[src/rtl/multiword_add_sequencer.sv]
// multiword_add_sequencer: drives one shared 16-bit adder over WORDS slices to add/subtract N-bit operands
module multiword_add_sequencer #(
  parameter int WORDS = 4
) (
  input  logic                Clk,
  input  logic                Reset,
  input  logic                in_valid,
  output logic                in_ready,
  input  logic [16*WORDS-1:0] A,
  input  logic [16*WORDS-1:0] B,
  input  logic                sub,
  output logic                out_valid,
  input  logic                out_ready,
  output logic [16*WORDS-1:0] Sum,
  output logic                Cout,
  output logic                Ovf,
  output logic                busy,
  output logic [15:0]         add_A,
  output logic [15:0]         add_B,
  output logic                add_cin,
  input  logic [15:0]         add_S,
  input  logic                add_cout
);
  localparam int N  = 16 * WORDS;
  localparam int IW = $clog2(WORDS);
  typedef enum logic [1:0] {IDLE, RUN, DONE} state_t;
  state_t          state_q, state_d;
  logic [IW-1:0]   idx_q;
  logic            carry_q;
  logic [N-1:0]    a_q, bx_q, sum_q;
  logic            cout_q, ovf_q;
  logic            run, last;
  assign run  = state_q == RUN;
  assign last = idx_q == IW'(WORDS - 1);
  // state register
  always_ff @(posedge Clk) begin
    if (Reset) state_q <= IDLE;
    else       state_q <= state_d;
  end
  // next-state: accept in IDLE, walk the slices in RUN, hold the result in DONE until taken
  always_comb begin
    state_d = (state_q == IDLE) ? (in_valid ? RUN : IDLE) :
              (state_q == RUN)  ? (last ? DONE : RUN) :
                                  (out_ready ? IDLE : DONE);
  end
  // outputs: handshake flags and the adder feed, which is zero outside RUN
  always_comb begin
    in_ready  = state_q == IDLE;
    out_valid = state_q == DONE;
    busy      = run;
    add_A     = run ? a_q[{idx_q, 4'b0} +: 16] : 16'd0;
    add_B     = run ? bx_q[{idx_q, 4'b0} +: 16] : 16'd0;
    add_cin   = run & carry_q;
  end
  // datapath: capture operands on accept, store one result slice per RUN cycle
  always_ff @(posedge Clk) begin
    if (Reset) begin
      idx_q   <= '0;
      carry_q <= 1'b0;
      a_q     <= '0;
      bx_q    <= '0;
      sum_q   <= '0;
      cout_q  <= 1'b0;
      ovf_q   <= 1'b0;
    end else if (state_q == IDLE && in_valid) begin
      a_q     <= A;
      bx_q    <= sub ? ~B : B;
      carry_q <= sub;
      idx_q   <= '0;
    end else if (run) begin
      sum_q[{idx_q, 4'b0} +: 16] <= add_S;
      carry_q <= add_cout;
      idx_q   <= last ? '0 : idx_q + IW'(1);
      if (last) begin
        cout_q <= add_cout;
        ovf_q  <= (a_q[N-1] == bx_q[N-1]) & (add_S[15] != a_q[N-1]);
      end
    end
  end
  assign Sum  = sum_q;
  assign Cout = cout_q;
  assign Ovf  = ovf_q;
endmodule

[config.mk]
export PLATFORM = sky130hd
export DESIGN_NAME = multiword_add_sequencer
export DESIGN_NICKNAME = d
export VERILOG_FILES = /design/src/rtl/multiword_add_sequencer.sv
export SDC_FILE = /design/constraint.sdc
export NUM_CORES = 1
export LEC_CHECK = 0
export ABC_AREA = 1
export CAP_MARGIN = 10
export CELL_PAD_IN_SITES_DETAIL_PLACEMENT = 1
export CELL_PAD_IN_SITES_GLOBAL_PLACEMENT = 1
export CORE_MARGIN = 3
export CORE_UTILIZATION = 34
export DETAILED_ROUTE_END_ITERATION = 10
export HOLD_SLACK_MARGIN = 0.05
export PLACE_DENSITY = 0.9
export SETUP_SLACK_MARGIN = 0.05
export SYNTH_ARGS = -nofsm -noshare
export SYNTH_HDL_FRONTEND = slang
export SYNTH_SLANG_ARGS = --single-unit
export TNS_END_PERCENT = 30
[constraint.sdc]
create_clock -name Clk -period 2.5 [get_ports Clk]
set_clock_uncertainty 0.15 [all_clocks]
set_input_delay 0.375 -clock Clk [delete_from_list [all_inputs] [get_ports Clk]]
set_output_delay 0.375 -clock Clk [all_outputs]
set_load 0.01 [all_outputs]
Word level (Yosys, flattened, before mapping). Index checks and enable logic that the tools add are counted. Widths: inputs -> output; s select.

Register bits: 199. Word-level logic and storage cells: 41. Input port bits: 150.

Muxes and demuxes: 12. Equal/unequal tests: 5. Add/sub/neg operators: 2. Bitwise gates (word level): 4. Reductions and logical operators: 6. Shift-type cells: 4.

Operator list (count): $shiftx 64x7->16 (2); $bwmux 64 (1); $mux 64 (1); $not 64->64 (1); $shift 16x8->64 const A (1); $shiftx 16x8->64 (1); $mux 16 (2); $mux 2 (5); $neg 6->8 (1); $eq 2x2->1 const B (2); $mux 1 (3); $reduce_and 3->1 (1); $add 2x1->2 const B (1); $and 1x1->1 (2); $eq 2x1->1 const B (1); $logic_not 2->1 (1); $reduce_and 2->1 (1); $reduce_bool 2->1 (1); $reduce_or 2->1 (1); $eq 1x1->1 (1); $logic_and 1x1->1 (1); $ne 1x1->1 (1); $not 1->1 (1).

Depth between registers and ports, before layout. Gate-level depths: netlist of run 1.

Depth in word-level cells: 4. Gate-level depth with buffers: 10. Mapped depth without buffers: 7.

Least setup slack after synthesis of run 1. No wires, ideal clock.

Path kind: register -> register. Start point: reg idx_q[0]. End point: reg sum_q[10] (netlist: Sum[10]). Data arrival time: 1760 ps. Stages on the path, launching flop included: 11. Path buffers: 4. Period minus slack after synthesis: 2027 ps. Library setup time: 117 ps. Setup slack: 473 ps. Cell sequence: dfxtp_1 -> inv_2 -> buf_6 -> clkbuf_1 -> ha_1 -> buf_2 -> inv_1 -> clkbuf_1 -> nor3_1 -> nor2_1 -> nor2_1.

Word-level cells in the longest chain between the ends: 3. Elaborated cells on any way between the ends: 4.

RTL lines: start: declaration (line 28) `logic [IW-1:0] idx_q;`; start signal: assignment (line 73) `idx_q <= last ? '0 : idx_q + IW'(1);`; $neg 6->8 * (line 71) `sum_q[{idx_q, 4'b0} +: 16] <= add_S;`; $shiftx 16x8->64 / $shift 16x8->64 (equally long branches) (line 71); $bwmux 64 * (line 71); end signal: indexed assignment (line 71); end: declaration (line 30) `logic [N-1:0] a_q, bx_q, sum_q;`.

Every way passes the cells marked *; elsewhere a longest branch is shown, timed or not. A chain may end at the register's enable or synchronous reset.

Final worst setup path of run 1.
Start point: reg idx_q[0]. End point: out add_A[15].

Word-level cells in the longest chain between the ends: 2.

RTL lines: $shiftx 64x7->16 (line 51) `add_A = run ? a_q[{idx_q, 4'b0} +: 16] : 16'd0;`; $mux 16 (line 51); end: declaration (line 18) `output logic [15:0] add_A,`.

No other way between the ends.

==> results of run 1 <==
## cell usage after synthesis
library cell  count  area (µm²)
nor2_1          252         946
dfxtp_1         199        3980
nand2_1         167         627
o21ai_0         128         641
a21oi_1         100         500
inv_1            54         203
buf_2            52         260
xnor2_1          48         420
clkbuf_1         30         113
o211ai_1         29         218
nor3_1           28         140
nand3_1          25         125
o22ai_2          20         250
xor2_1           16         140
o21ai_1          11        55.1
o22ai_1           8        50.1
ha_1              6        75.1
buf_4             5        37.5
buf_6             5        56.3
nor2_4            5        56.3
nor3_2            4        40.0
nand2_2           3        18.8
nand3_4           3        52.6
buf_1             2        7.51
inv_2             2        7.51
clkinv_2          1        5.00
inv_4             1        6.26
o21a_1            1        7.51
## power by group through the flow
stage | clock network, mW | logic [mW] | registers, mW
after floorplan | 0 | 0.760 | 3.53
after global placement | 0 | 1.31 | 3.54
after detailed placement | 0 | 1.36 | 3.55
after CTS | 2.89 | 1.36 | 3.48
after global routing | 3.03 | 1.49 | 3.50
final | 2.83 | 1.36 | 3.48
## routing by layer
layer  part of all wire, %  routed length [µm]  vias to the layer above  global-route usage [%]
met5                     0                   0                        -                       0
met4                   3.1                 971                        0                    8.29
met3                   5.1                1630                       54                    3.46
met2                    47               15000                      283                    36.2
met1                    44               14100                     4310                    28.0
li1                      -                   -                     4323                       -
## repair_timing
item,4_1_cts,5_1_grt
gates resized for setup,44,6
pin swaps,2,2
cloned,1,0
buffers inserted,0,1
endpoints found under the setup margin,34,17
## final timing paths
path | startpoint | endpoint | cells past startpoint
setup / recovery | idx_q[0] | add_A[15] | 6
hold / removal | Reset | state_q[1] | 3
setup reg to reg | idx_q[0] | Sum[2] | 9
hold reg to reg | bx_q[20] | bx_q[20] | 2
## state kept, by name, summed over array words and instances (netlist names)
register and flops:
state_q 2, carry_q 1, Sum 64, Ovf 1, Cout 1, idx_q 2, a_q 64, bx_q 64
## cell families (layout without fill, tap and decap cells)
family / after synthesis / after routing / share of synthesized area (%)
AO/OA/AOI/OAI: 297 / 297 / 19.0
XOR/XNOR: 64 / 64 / 6.20
adder cells (fa/ha/maj): 6 / 6 / 0.830
buffers and inverters: 152 / 368 / 7.69
flip-flops: 199 / 199 / 44.1
other: 0 / 1 / 0
AND/OR/NAND/NOR: 487 / 487 / 22.2
## metrics by stage
stage	utilization [%]	power, mW	area (µm²)	hold slack (ps)
2_1_floorplan	-	4.29	9040	291
3_3_place_gp	45.2	4.86	11800	301
3_5_place_dp	45.2	4.92	11800	306
4_1_cts	47.5	7.73	12400	290
5_1_grt	47.5	8.03	12400	333
6_report	47.5	7.67	12400	303
## critical path, cell delays in order (launching register included)
cell           delay, ps
dfxtp_4              420
bufbuf_16            320
nor2_1                60
nor2_1                80
o21ai_0               80
a21oi_1              170
dlygate4sd2_1        300
## cell type report
| type | count | area, µm² | share of cell area [%] |
|---|---|---|---|
| Multi-Input combinational cell | 854 | 4370 | 35.2 |
| Sequential cell | 199 | 3990 | 32.1 |
| Inverter | 58 | 225 | 1.81 |
| Timing Repair Buffer | 278 | 2810 | 22.6 |
| Tap cell | 335 | 419 | 3.38 |
| Clock buffer | 18 | 439 | 3.54 |
| Clock inverter | 14 | 158 | 1.27 |
| Antenna cell | 1 | 2.50 | 0.0202 |
==> impl_table.tex, run 1 <==
\begin{tabular}{lr}
\hline
Metric & Value \\
\hline
\multicolumn{2}{l}{\textbf{Status}} \\
\quad Result of the run & finished clean \\
\multicolumn{2}{l}{\textbf{Detailed routing}} \\
\quad Mean number of vias per cell & 5.11 \\
\quad Length of the first detailed-routing pass in iterations & 5 \\
\quad Wire length per cell after detailed routing & 18.0 µm \\
\quad Count of antenna-violating nets left after detailed routing & 0 \\
\quad Post-route DRC & 0 \\
\quad Final Routed Wirelength & 31,600 µm \\
\quad Number of DRC markers after the initial detailed-route iteration & 607 \\
\quad Total via count after detailed routing & 8,970 \\
\multicolumn{2}{l}{\textbf{Clock network}} \\
\quad Longest Clk Path Bufs & 2 \\
\quad Clock Root Buffer & clkbuf\_16 \\
\quad Number of sinks driven by the clock tree & 199 \\
\quad Clock tree from TritonCTS & yes \\
\quad Hold-fix buffer count after cts & 0 \\
\quad Clk Latency, worst-skew pair & 430 ps \\
\quad CTS Buf Count & 17 \\
\quad CTS clk-pin slew, worst paths & 70 ps \\
\quad H-tree level count & 4 \\
\multicolumn{2}{l}{\textbf{Pwr}} \\
\quad Combinational cell fraction of total power & 17.7\% \\
\quad Leak pwr & 4.59 nW \\
\quad Peak supply drop & 0.329 mV \\
\quad Switching part of the total power & 29.0\% \\
\quad Internal & 5.45 mW \\
\quad Clk pwr share & 36.9\% \\
\quad Seq pwr share & 45.4\% \\
\quad Reported net switching power & 2.22 mW \\
\quad Ratio of total power to cell area & 618 nW/µm² \\
\multicolumn{2}{l}{\textbf{Floorplan}} \\
\quad IO Count & 252 \\
\quad Area of the core & 26,100 µm² \\
\quad Die width & 169 µm \\
\quad Starting density of the core & 34.6\% \\
\quad Number of standard-cell rows in the floorplan & 59 \\
\quad Vert. Die Dim & 169 µm \\
\quad Total die area & 28,600 µm² \\
\multicolumn{2}{l}{\textbf{Cells and area}} \\
\quad Layout fillers & 3,196 \\
\quad Area Overhead vs Synth & 37.2\% \\
\quad Final non-filler cell total & 1,757 \\
\quad Net count, final & 1,564 \\
\quad Most common cell after layout, fill and taps aside & nor2\_1 \\
\quad Fraction of final layout cells with drive strength greater than 1 & 7.74\% \\
\quad Commonest cells after routing, fill and taps aside & nor2\_1, clkdlybuf4s50\_1, dfxtp\_1 \\
\multicolumn{2}{l}{\textbf{Logic synthesis}} \\
\quad Yosys Warn Count & 0 \\
\quad Seq cells post-synth & 199 \\
\quad Synthesized netlist cell count & 1,205 \\
\quad Per-instance average area after synthesis & 7.50 µm² \\
\quad Cell variety after synth & 28 \\
\quad Sequential fraction of the synthesis area & 44.1\% \\
\quad Net count after synthesis & 1,361 \\
\quad Syn Std Cell Area & 9040 µm² \\
\multicolumn{2}{l}{\textbf{Timing}} \\
\quad TNS Setup & 0 ps \\
\quad Remaining max-slew budget at the tightest pin & 51.4\% \\
\quad Total setup violations reported at the end of the flow & 0 \\
\quad Achievable frequency & 0.419 GHz \\
\quad Transition time at the pin with the least slew margin & 728 ps \\
\quad Final period utilization & 95.4\% \\
\quad RSZ-0062 raised after global routing & yes \\
\quad Crit path time final & 2390 ps \\
\quad Final setup margin & 114 ps \\
\quad Number of hold violations in the final report & 0 \\
\quad Final Max Slew Viols & 0 \\
\multicolumn{2}{l}{\textbf{Critical path}} \\
\quad Worst endpoint data arrival time & 1860 ps \\
\quad Required time of the critical path & 1980 ps \\
\quad Crit Path Max Fanout & 17 \\
\quad Worst Setup End Kind & output pin \\
\quad Worst setup SP type & register \\
\quad Type of the worst setup path & reg2out \\
\quad Setup slack of the worst register-to-register path & 240 ps \\
\multicolumn{2}{l}{\textbf{GRT}} \\
\quad Wire length of the first global-routing pass & 49,400 µm \\
\quad Vias in the first global route & 9,237 \\
\quad Antenna violations before repair & 0 \\
\quad Largest net degree at the start of global routing & 80 \\
\quad Total congestion overflow after global routing & 0 \\
\quad Global Route Usage Sum & 21.6\% \\
\multicolumn{2}{l}{\textbf{Placement}} \\
\quad Post-detail-place hpwl & 22,700 µm \\
\quad Place WS & 266 ps \\
\quad Number of input and output port buffers inserted & 251 \\
\quad \# placed instances & 1,722 \\
\quad Gpl congestion & 0.878 \\
\multicolumn{2}{l}{\textbf{Flow run}} \\
\quad Maxcap violations & 0 \\
\multicolumn{2}{l}{\textbf{Min path}} \\
\quad Classification of the worst-slack hold path & in2reg \\
\hline
\end{tabular}
No activity file was read; power rests on OpenSTA's default activity.
==> inputs of run 2 (changes only) <==
--- a/config.mk
+++ b/config.mk
@@ -5,16 +5,15 @@
 export SDC_FILE = /design/constraint.sdc
 export NUM_CORES = 1
 export LEC_CHECK = 0
-export ABC_AREA = 1
 export CAP_MARGIN = 10
 export CELL_PAD_IN_SITES_DETAIL_PLACEMENT = 1
 export CELL_PAD_IN_SITES_GLOBAL_PLACEMENT = 1
 export CORE_MARGIN = 3
-export CORE_UTILIZATION = 34
+export CORE_UTILIZATION = 38
 export DETAILED_ROUTE_END_ITERATION = 10
 export HOLD_SLACK_MARGIN = 0.05
-export PLACE_DENSITY = 0.9
-export SETUP_SLACK_MARGIN = 0.05
+export PLACE_DENSITY = 0.95
+export SETUP_SLACK_MARGIN = 0.15
 export SYNTH_ARGS = -nofsm -noshare
 export SYNTH_HDL_FRONTEND = slang
 export SYNTH_SLANG_ARGS = --single-unit
==> constraint.sdc (replaced) <==
create_clock -name Clk -period 2.84 [get_ports Clk]
set_clock_uncertainty 0.15 [all_clocks]
set_input_delay 0.426 -clock Clk [delete_from_list [all_inputs] [get_ports Clk]]
set_output_delay 0.426 -clock Clk [all_outputs]
set_load 0.01 [all_outputs]
==> impl_table.tex, run 2 <==
\begin{tabular}{lr}
\hline
Metric & Value \\
\hline
\multicolumn{2}{l}{\textbf{Logic synthesis}} \\
\quad Top post-synthesis cells by count & dfxtp\_1, nand2\_1, a21oi\_1 \\
\quad Synthesized netlist cell count & 961 \\
\quad Share of the synthesized area in the top cell type & 45.4\% \\
\quad Syn Std Cell Area & 8770 µm² \\
\quad Seq cells post-synth & 199 \\
\quad Sequential fraction of the synthesis area & 45.4\% \\
\quad Per-instance average area after synthesis & 9.13 µm² \\
\quad Yosys Warn Count & 0 \\
\quad Number of flops mapped to enable cells by yosys & 0 \\
\quad Share of synthesized registers carrying an async set or reset & 0\% \\
\quad Cell variety after synth & 33 \\
\quad Dominant cell by count in the synthesized netlist & dfxtp\_1 \\
\quad Net count after synthesis & 1,117 \\
\quad Top cell type by total area after synthesis & dfxtp\_1 \\
\quad Prevailing post-synth register cell & dfxtp\_1 \\
\quad Area contributors post-synth & dfxtp\_1, mux4\_2, nand2\_1, a21oi\_1, xnor2\_1 \\
\multicolumn{2}{l}{\textbf{Pwr}} \\
\quad Peak supply drop & 0.345 mV \\
\quad Ratio of total power to cell area & 543 nW/µm² \\
\quad Leak pwr & 4.47 nW \\
\quad Total power & 6.60 mW \\
\multicolumn{2}{l}{\textbf{Placement}} \\
\quad Post-detail-place hpwl & 20,400 µm \\
\quad Gpl congestion & 0.816 \\
\quad Number of input and output port buffers inserted & 251 \\
\multicolumn{2}{l}{\textbf{Timing}} \\
\quad TNS Setup & 0 ps \\
\quad Number of hold violations in the final report & 0 \\
\quad RSZ-0062 raised after global routing & yes \\
\quad Achievable frequency & 0.363 GHz \\
\quad Total setup violations reported at the end of the flow & 0 \\
\quad Transition time at the pin with the least slew margin & 883 ps \\
\quad Final period utilization & 97.1\% \\
\quad Remaining max-slew budget at the tightest pin & 41.0\% \\
\quad Final Max Slew Viols & 0 \\
\quad Crit path time final & 2760 ps \\
\multicolumn{2}{l}{\textbf{Min path}} \\
\quad Classification of the worst-slack hold path & in2reg \\
\multicolumn{2}{l}{\textbf{Clock network}} \\
\quad CTS Buf Count & 17 \\
\quad CTS clk-pin slew, worst paths & 70 ps \\
\quad H-tree level count & 4 \\
\quad Clock Root Buffer & clkbuf\_16 \\
\quad Hold-fix buffer count after cts & 0 \\
\quad Clock tree from TritonCTS & yes \\
\quad Number of sinks driven by the clock tree & 199 \\
\quad Longest Clk Path Bufs & 2 \\
\quad Clk Latency, worst-skew pair & 420 ps \\
\multicolumn{2}{l}{\textbf{Critical path}} \\
\quad Crit path max-delay family & buffers and inverters \\
\quad Crit Path Max Fanout & 13 \\
\quad Required time of the critical path & 2260 ps \\
\quad Type of the worst setup path & reg2out \\
\quad Worst endpoint data arrival time & 2180 ps \\
\quad Biggest cell delay along the critical path & 510 ps \\
\quad Max stage delay cell, worst path & mux4\_2 \\
\quad Worst setup SP type & register \\
\quad Critical-path cell list & buf\_12 -> mux4\_2 -> and2\_1 -> clkdlybuf4s50\_1 \\
\quad Worst Setup End Kind & output pin \\
\quad WP buf/inv & 2 \\
\multicolumn{2}{l}{\textbf{Cells and area}} \\
\quad Commonest cells after routing, fill and taps aside & clkdlybuf4s50\_1, dfxtp\_1, nand2\_1 \\
\quad Area Overhead vs Synth & 38.7\% \\
\quad Most common cell after layout, fill and taps aside & clkdlybuf4s50\_1 \\
\quad Net count, final & 1,325 \\
\quad Fraction of final layout cells with drive strength greater than 1 & 8.54\% \\
\multicolumn{2}{l}{\textbf{Floorplan}} \\
\quad Die width & 158 µm \\
\quad Starting density of the core & 39.5\% \\
\quad Total die area & 24,900 µm² \\
\quad Vert. Die Dim & 158 µm \\
\quad Area of the core & 22,200 µm² \\
\quad Number of standard-cell rows in the floorplan & 54 \\
\quad IO Count & 252 \\
\multicolumn{2}{l}{\textbf{Detailed routing}} \\
\quad Total via count after detailed routing & 7,737 \\
\quad Wire length per cell after detailed routing & 19.7 µm \\
\quad Final Routed Wirelength & 28,900 µm \\
\quad Post-route DRC & 0 \\
\quad Count of antenna-violating nets left after detailed routing & 0 \\
\quad Length of the first detailed-routing pass in iterations & 4 \\
\quad Mean number of vias per cell & 5.29 \\
\quad Number of DRC markers after the initial detailed-route iteration & 401 \\
\multicolumn{2}{l}{\textbf{GRT}} \\
\quad Global Route Usage Sum & 22.6\% \\
\quad Wire length of the first global-routing pass & 44,600 µm \\
\quad Total congestion overflow after global routing & 0 \\
\quad Antenna violations before repair & 1 \\
\quad Vias in the first global route & 8,303 \\
\quad Largest net degree at the start of global routing & 103 \\
\multicolumn{2}{l}{\textbf{Status}} \\
\quad Result of the run & finished clean \\
\multicolumn{2}{l}{\textbf{Flow run}} \\
\quad Maxcap violations & 0 \\
\hline
\end{tabular}
==> run 2: cell count changes in the layout (fill, tap and decap cells not counted), moves of 20 or more <==
cell             delta
mux4_2             +32
dlygate4sd2_1      -22
and2_1             +33
inv_1              -48
nor3_1             -27
o21ai_0           -127
o211ai_1           -29
a211oi_1           +66
clkdlybuf4s50_1    +20
nand3_1            +24
o22ai_2            -20
nor2_1            -183
==> run 2: logic make-up (layout without fill, tap and decap cells) <==
| group | count (synthesis) | in the layout | share of synthesized area (%) |
|---|---|---|---|
| simple gates | 367 | 367 | 19.4 |
| flops | 199 | 199 | 45.4 |
| fa+ha+maj | 6 | 6 | 0.856 |
| mux | 33 | 33 | 8.33 |
| other cells | 0 | 1 | 0 |
| compound gates | 200 | 200 | 13.9 |
| buf+inv | 92 | 313 | 5.71 |
| xor+xnor | 64 | 64 | 6.39 |
==> run 2: worst paths after layout <==
| path | start | to | slack, ps | depth (start not counted) |
|---|---|---|---|---|
| setup reg to reg | idx_q[0] | Sum[19] | 420 | 7 |
| hold reg to reg | a_q[53] | a_q[53] | 310 | 2 |
| setup / recovery | idx_q[0] | add_A[0] | 80 | 4 |
| hold / removal | Reset | Sum[21] | 230 | 2 |
==> run 2: per-stage QoR <==
stage / hold WS [ps] / cell area [µm²] / worst slack (ps) / std cells / utilization [%]
final: 232 / 12200 / 82.8 / 1463 / 54.7
after global routing: 232 / 12200 / 20.9 / 1463 / 54.7
after CTS: 222 / 12100 / 35.1 / 1459 / 54.4
after detailed placement: 295 / 11400 / 421 / 1424 / 51.3
after global placement: 288 / 11400 / 454 / 1424 / 51.3
after floorplan: 283 / 8770 / 318 / 961 / -
==> run 2: final cells by class <==
| class | instances | area [µm²] |
|---|---|---|
| repair buffers | 278 | 2890 |
| diodes | 1 | 2.50 |
| flip-flops and latches | 199 | 3990 |
| clock inverters | 15 | 204 |
| well taps | 280 | 350 |
| clock buffers | 17 | 425 |
| fillers | 2437 | 10100 |
| inverters | 3 | 11.3 |
| multi-input cells | 670 | 4290 |
==> run 2: timing repair <==
item | 4_1_cts | 5_1_grt
gates cloned | 1 | 0
setup endpoints to repair | 33 | 25
resized for setup | 12 | 14
setup buffers | 2 | 3
==> run 2: power by group <==
group / switching [mW] / internal, mW / total, mW / leakage, nW
Sequential: 0.0929 / 2.95 / 3.04 / 1.63
Clock: 1.25 / 1.29 / 2.54 / 0.301
Combinational: 0.480 / 0.543 / 1.02 / 2.54
Total: 1.82 / 4.78 / 6.60 / 4.47
==> run 2: worst register-to-register path, cell delays in order, from the launching register on <==
cell      delay (ps)
dfxtp_4          400
buf_12           150
buf_4            180
inv_1            100
ha_1             410
and4bb_2         580
nand3_1          160
a21oi_1          210
==> run 2: routing by layer <==
metal	track usage [%]	part of all wire (%)	up-vias
met1	27.6	41	3759
met3	4.78	5.6	47
met2	39.9	51	227
met4	6.98	2.2	0
li1	-	-	3704
met5	0	0	-
==> inputs of run 3 (changes only) <==
--- a/config.mk
+++ b/config.mk
@@ -9,10 +9,10 @@
 export CELL_PAD_IN_SITES_DETAIL_PLACEMENT = 1
 export CELL_PAD_IN_SITES_GLOBAL_PLACEMENT = 1
 export CORE_MARGIN = 3
-export CORE_UTILIZATION = 38
+export CORE_UTILIZATION = 32
 export DETAILED_ROUTE_END_ITERATION = 10
 export HOLD_SLACK_MARGIN = 0.05
-export PLACE_DENSITY = 0.95
+export PLACE_DENSITY = 0.86
 export SETUP_SLACK_MARGIN = 0.15
 export SYNTH_ARGS = -nofsm -noshare
 export SYNTH_HDL_FRONTEND = slang
==> constraint.sdc (replaced) <==
create_clock -name Clk -period 2.4 [get_ports Clk]
set_clock_uncertainty 0.15 [all_clocks]
set_input_delay 0.36 -clock Clk [delete_from_list [all_inputs] [get_ports Clk]]
set_output_delay 0.36 -clock Clk [all_outputs]
set_load 0.01 [all_outputs]
==> impl_table.tex, run 3 (synthesized netlist as in run 2, its figures left out) <==
\begin{tabular}{lr}
\hline
Metric & Value \\
\hline
\multicolumn{2}{l}{\textbf{Status}} \\
\quad Result of the run & finished clean \\
\multicolumn{2}{l}{\textbf{Placement}} \\
\quad Placed standard-cell area & 11,600 µm² \\
\quad Post-detail-place hpwl & 19,500 µm \\
\quad Gpl congestion & 0.782 \\
\quad Number of input and output port buffers inserted & 251 \\
\multicolumn{2}{l}{\textbf{Pwr}} \\
\quad Leak pwr & 4.62 nW \\
\quad Peak supply drop & 0.426 mV \\
\quad Reported net switching power & 2.20 mW \\
\quad Combinational cell fraction of total power & 16.7\% \\
\quad Switching part of the total power & 28.2\% \\
\quad Clk pwr share & 37.3\% \\
\quad Seq pwr share & 45.9\% \\
\quad Total power & 7.83 mW \\
\quad Ratio of total power to cell area & 619 nW/µm² \\
\quad Internal & 5.62 mW \\
\multicolumn{2}{l}{\textbf{Critical path}} \\
\quad Worst endpoint data arrival time & 1860 ps \\
\quad Worst setup SP type & register \\
\quad Worst Setup End Kind & output pin \\
\quad Type of the worst setup path & reg2out \\
\quad Crit Path Max Fanout & 5 \\
\quad Crit path max-delay family & multiplexers \\
\quad Critical-path cell list & buf\_6 -> buf\_16 -> mux4\_2 -> and2\_4 -> buf\_6 \\
\quad Most frequent cell on the critical path & buf\_6 \\
\quad Max stage delay cell, worst path & mux4\_2 \\
\quad Biggest cell delay along the critical path & 520 ps \\
\quad WP buf/inv & 3 \\
\quad Required time of the critical path & 1890 ps \\
\multicolumn{2}{l}{\textbf{GRT}} \\
\quad Global Route Usage Sum & 19.2\% \\
\quad Total congestion overflow after global routing & 0 \\
\quad Wire length of the first global-routing pass & 44,300 µm \\
\quad Largest net degree at the start of global routing & 76 \\
\quad Vias in the first global route & 8,080 \\
\quad Antenna violations before repair & 1 \\
\multicolumn{2}{l}{\textbf{Timing}} \\
\quad Achievable frequency & 0.422 GHz \\
\quad RSZ-0062 raised after global routing & yes \\
\quad Final Max Slew Viols & 0 \\
\quad Number of hold violations in the final report & 0 \\
\quad Crit path time final & 2370 ps \\
\quad Total setup violations reported at the end of the flow & 0 \\
\quad Transition time at the pin with the least slew margin & 657 ps \\
\quad Remaining max-slew budget at the tightest pin & 56.2\% \\
\quad Final period utilization & 98.8\% \\
\multicolumn{2}{l}{\textbf{Detailed routing}} \\
\quad Wire length per cell after detailed routing & 18.9 µm \\
\quad Length of the first detailed-routing pass in iterations & 4 \\
\quad Number of DRC markers after the initial detailed-route iteration & 456 \\
\quad Total via count after detailed routing & 7,747 \\
\quad Mean number of vias per cell & 5.03 \\
\quad Count of antenna-violating nets left after detailed routing & 0 \\
\quad Final Routed Wirelength & 29,200 µm \\
\quad Post-route DRC & 0 \\
\multicolumn{2}{l}{\textbf{Clock network}} \\
\quad CTS clk-pin slew, worst paths & 90 ps \\
\quad CTS Buf Count & 17 \\
\quad Number of sinks driven by the clock tree & 199 \\
\quad H-tree level count & 4 \\
\quad Clock tree from TritonCTS & yes \\
\quad Clock Root Buffer & clkbuf\_16 \\
\quad Longest Clk Path Bufs & 2 \\
\quad Clk Latency, worst-skew pair & 430 ps \\
\multicolumn{2}{l}{\textbf{Cells and area}} \\
\quad Most common cell after layout, fill and taps aside & clkdlybuf4s50\_1 \\
\quad Fraction of final layout cells with drive strength greater than 1 & 16.0\% \\
\quad Cell area after layout & 12,600 µm² \\
\quad Net count, final & 1,348 \\
\quad Commonest cells after routing, fill and taps aside & clkdlybuf4s50\_1, dfxtp\_1, nand2\_1 \\
\quad Area Overhead vs Synth & 44.2\% \\
\multicolumn{2}{l}{\textbf{Floorplan}} \\
\quad Area of the core & 26,500 µm² \\
\quad IO Count & 252 \\
\quad Total die area & 29,400 µm² \\
\quad Vert. Die Dim & 172 µm \\
\quad Die width & 172 µm \\
\quad Number of standard-cell rows in the floorplan & 59 \\
\quad Starting density of the core & 33.1\% \\
\multicolumn{2}{l}{\textbf{Flow run}} \\
\quad Maxcap violations & 0 \\
\multicolumn{2}{l}{\textbf{Min path}} \\
\quad Classification of the worst-slack hold path & in2reg \\
\hline
\end{tabular}
## run 3: cell count changes in the layout (fill, tap and decap cells not counted), sizes merged
cell / delta
clkdlybuf4s50: -21
clkinv: -1
clkdlybuf4s15: +1
bufinv: -1
bufbuf: -1
clkinvlp: +1
buf: +56
inv: +1
dlymetal6s2s: -5
dlygate4sd2: -7
## run 3: final timing paths
kind,cells past startpoint,to,slack (ps),start
worst max-delay path,5,add_B[8],30,idx_q[0]
worst min register to register,2,a_q[31],310,a_q[31]
worst max register to register,9,Sum[40],120,idx_q[1]
worst min-delay path,2,Sum[23],160,Reset
## run 3: power groups by stage
stage	clock, mW	combinational (mW)	sequential, mW
after global placement	0	1.18	3.66
final	2.92	1.31	3.59
after global routing	3.16	1.42	3.62
after detailed placement	0	1.21	3.67
after floorplan	0	0.685	3.64
after CTS	3.00	1.30	3.59
## run 3: layer usage
layer / share of wire, % / vias to the layer above / GRT usage, %
met5: 0 / - / 0
li1: - / 3752 / -
met4: 2.3 / 0 / 5.88
met2: 48 / 217 / 32.7
met1: 44 / 3742 / 24.5
met3: 5.7 / 36 / 4.18
## run 3: repair_timing
item                       4_1_cts  5_1_grt
hold buffers                     0        0
setup endpoints to repair       68       99
buffers inserted                14        3
pin swaps                       28        4
gates resized for setup        200       28
gates cloned                     4        1
## run 3: through the flow
stage,setup WS [ps],setup TNS (ps),util [%],hold slack [ps],instances
2_1_floorplan,153,0,-,283,961
3_3_place_gp,116,0,43.7,288,1486
3_5_place_dp,2.32,0,43.7,296,1486
4_1_cts,-21.4,-41.2,47.2,122,1536
5_1_grt,-47.0,-222,47.7,139,1541
6_report,28.1,0,47.7,156,1541
## run 3: final cells by class
type                    instances  area (µm²)
diodes                          1        2.50
repair buffers                301        3230
clock inverters                15         174
multi-input cells             670        4390
inverters                       3        15.0
well taps                     335         419
clock buffers                  17         425
flip-flops and latches        199        3990
fillers                      2963       13900
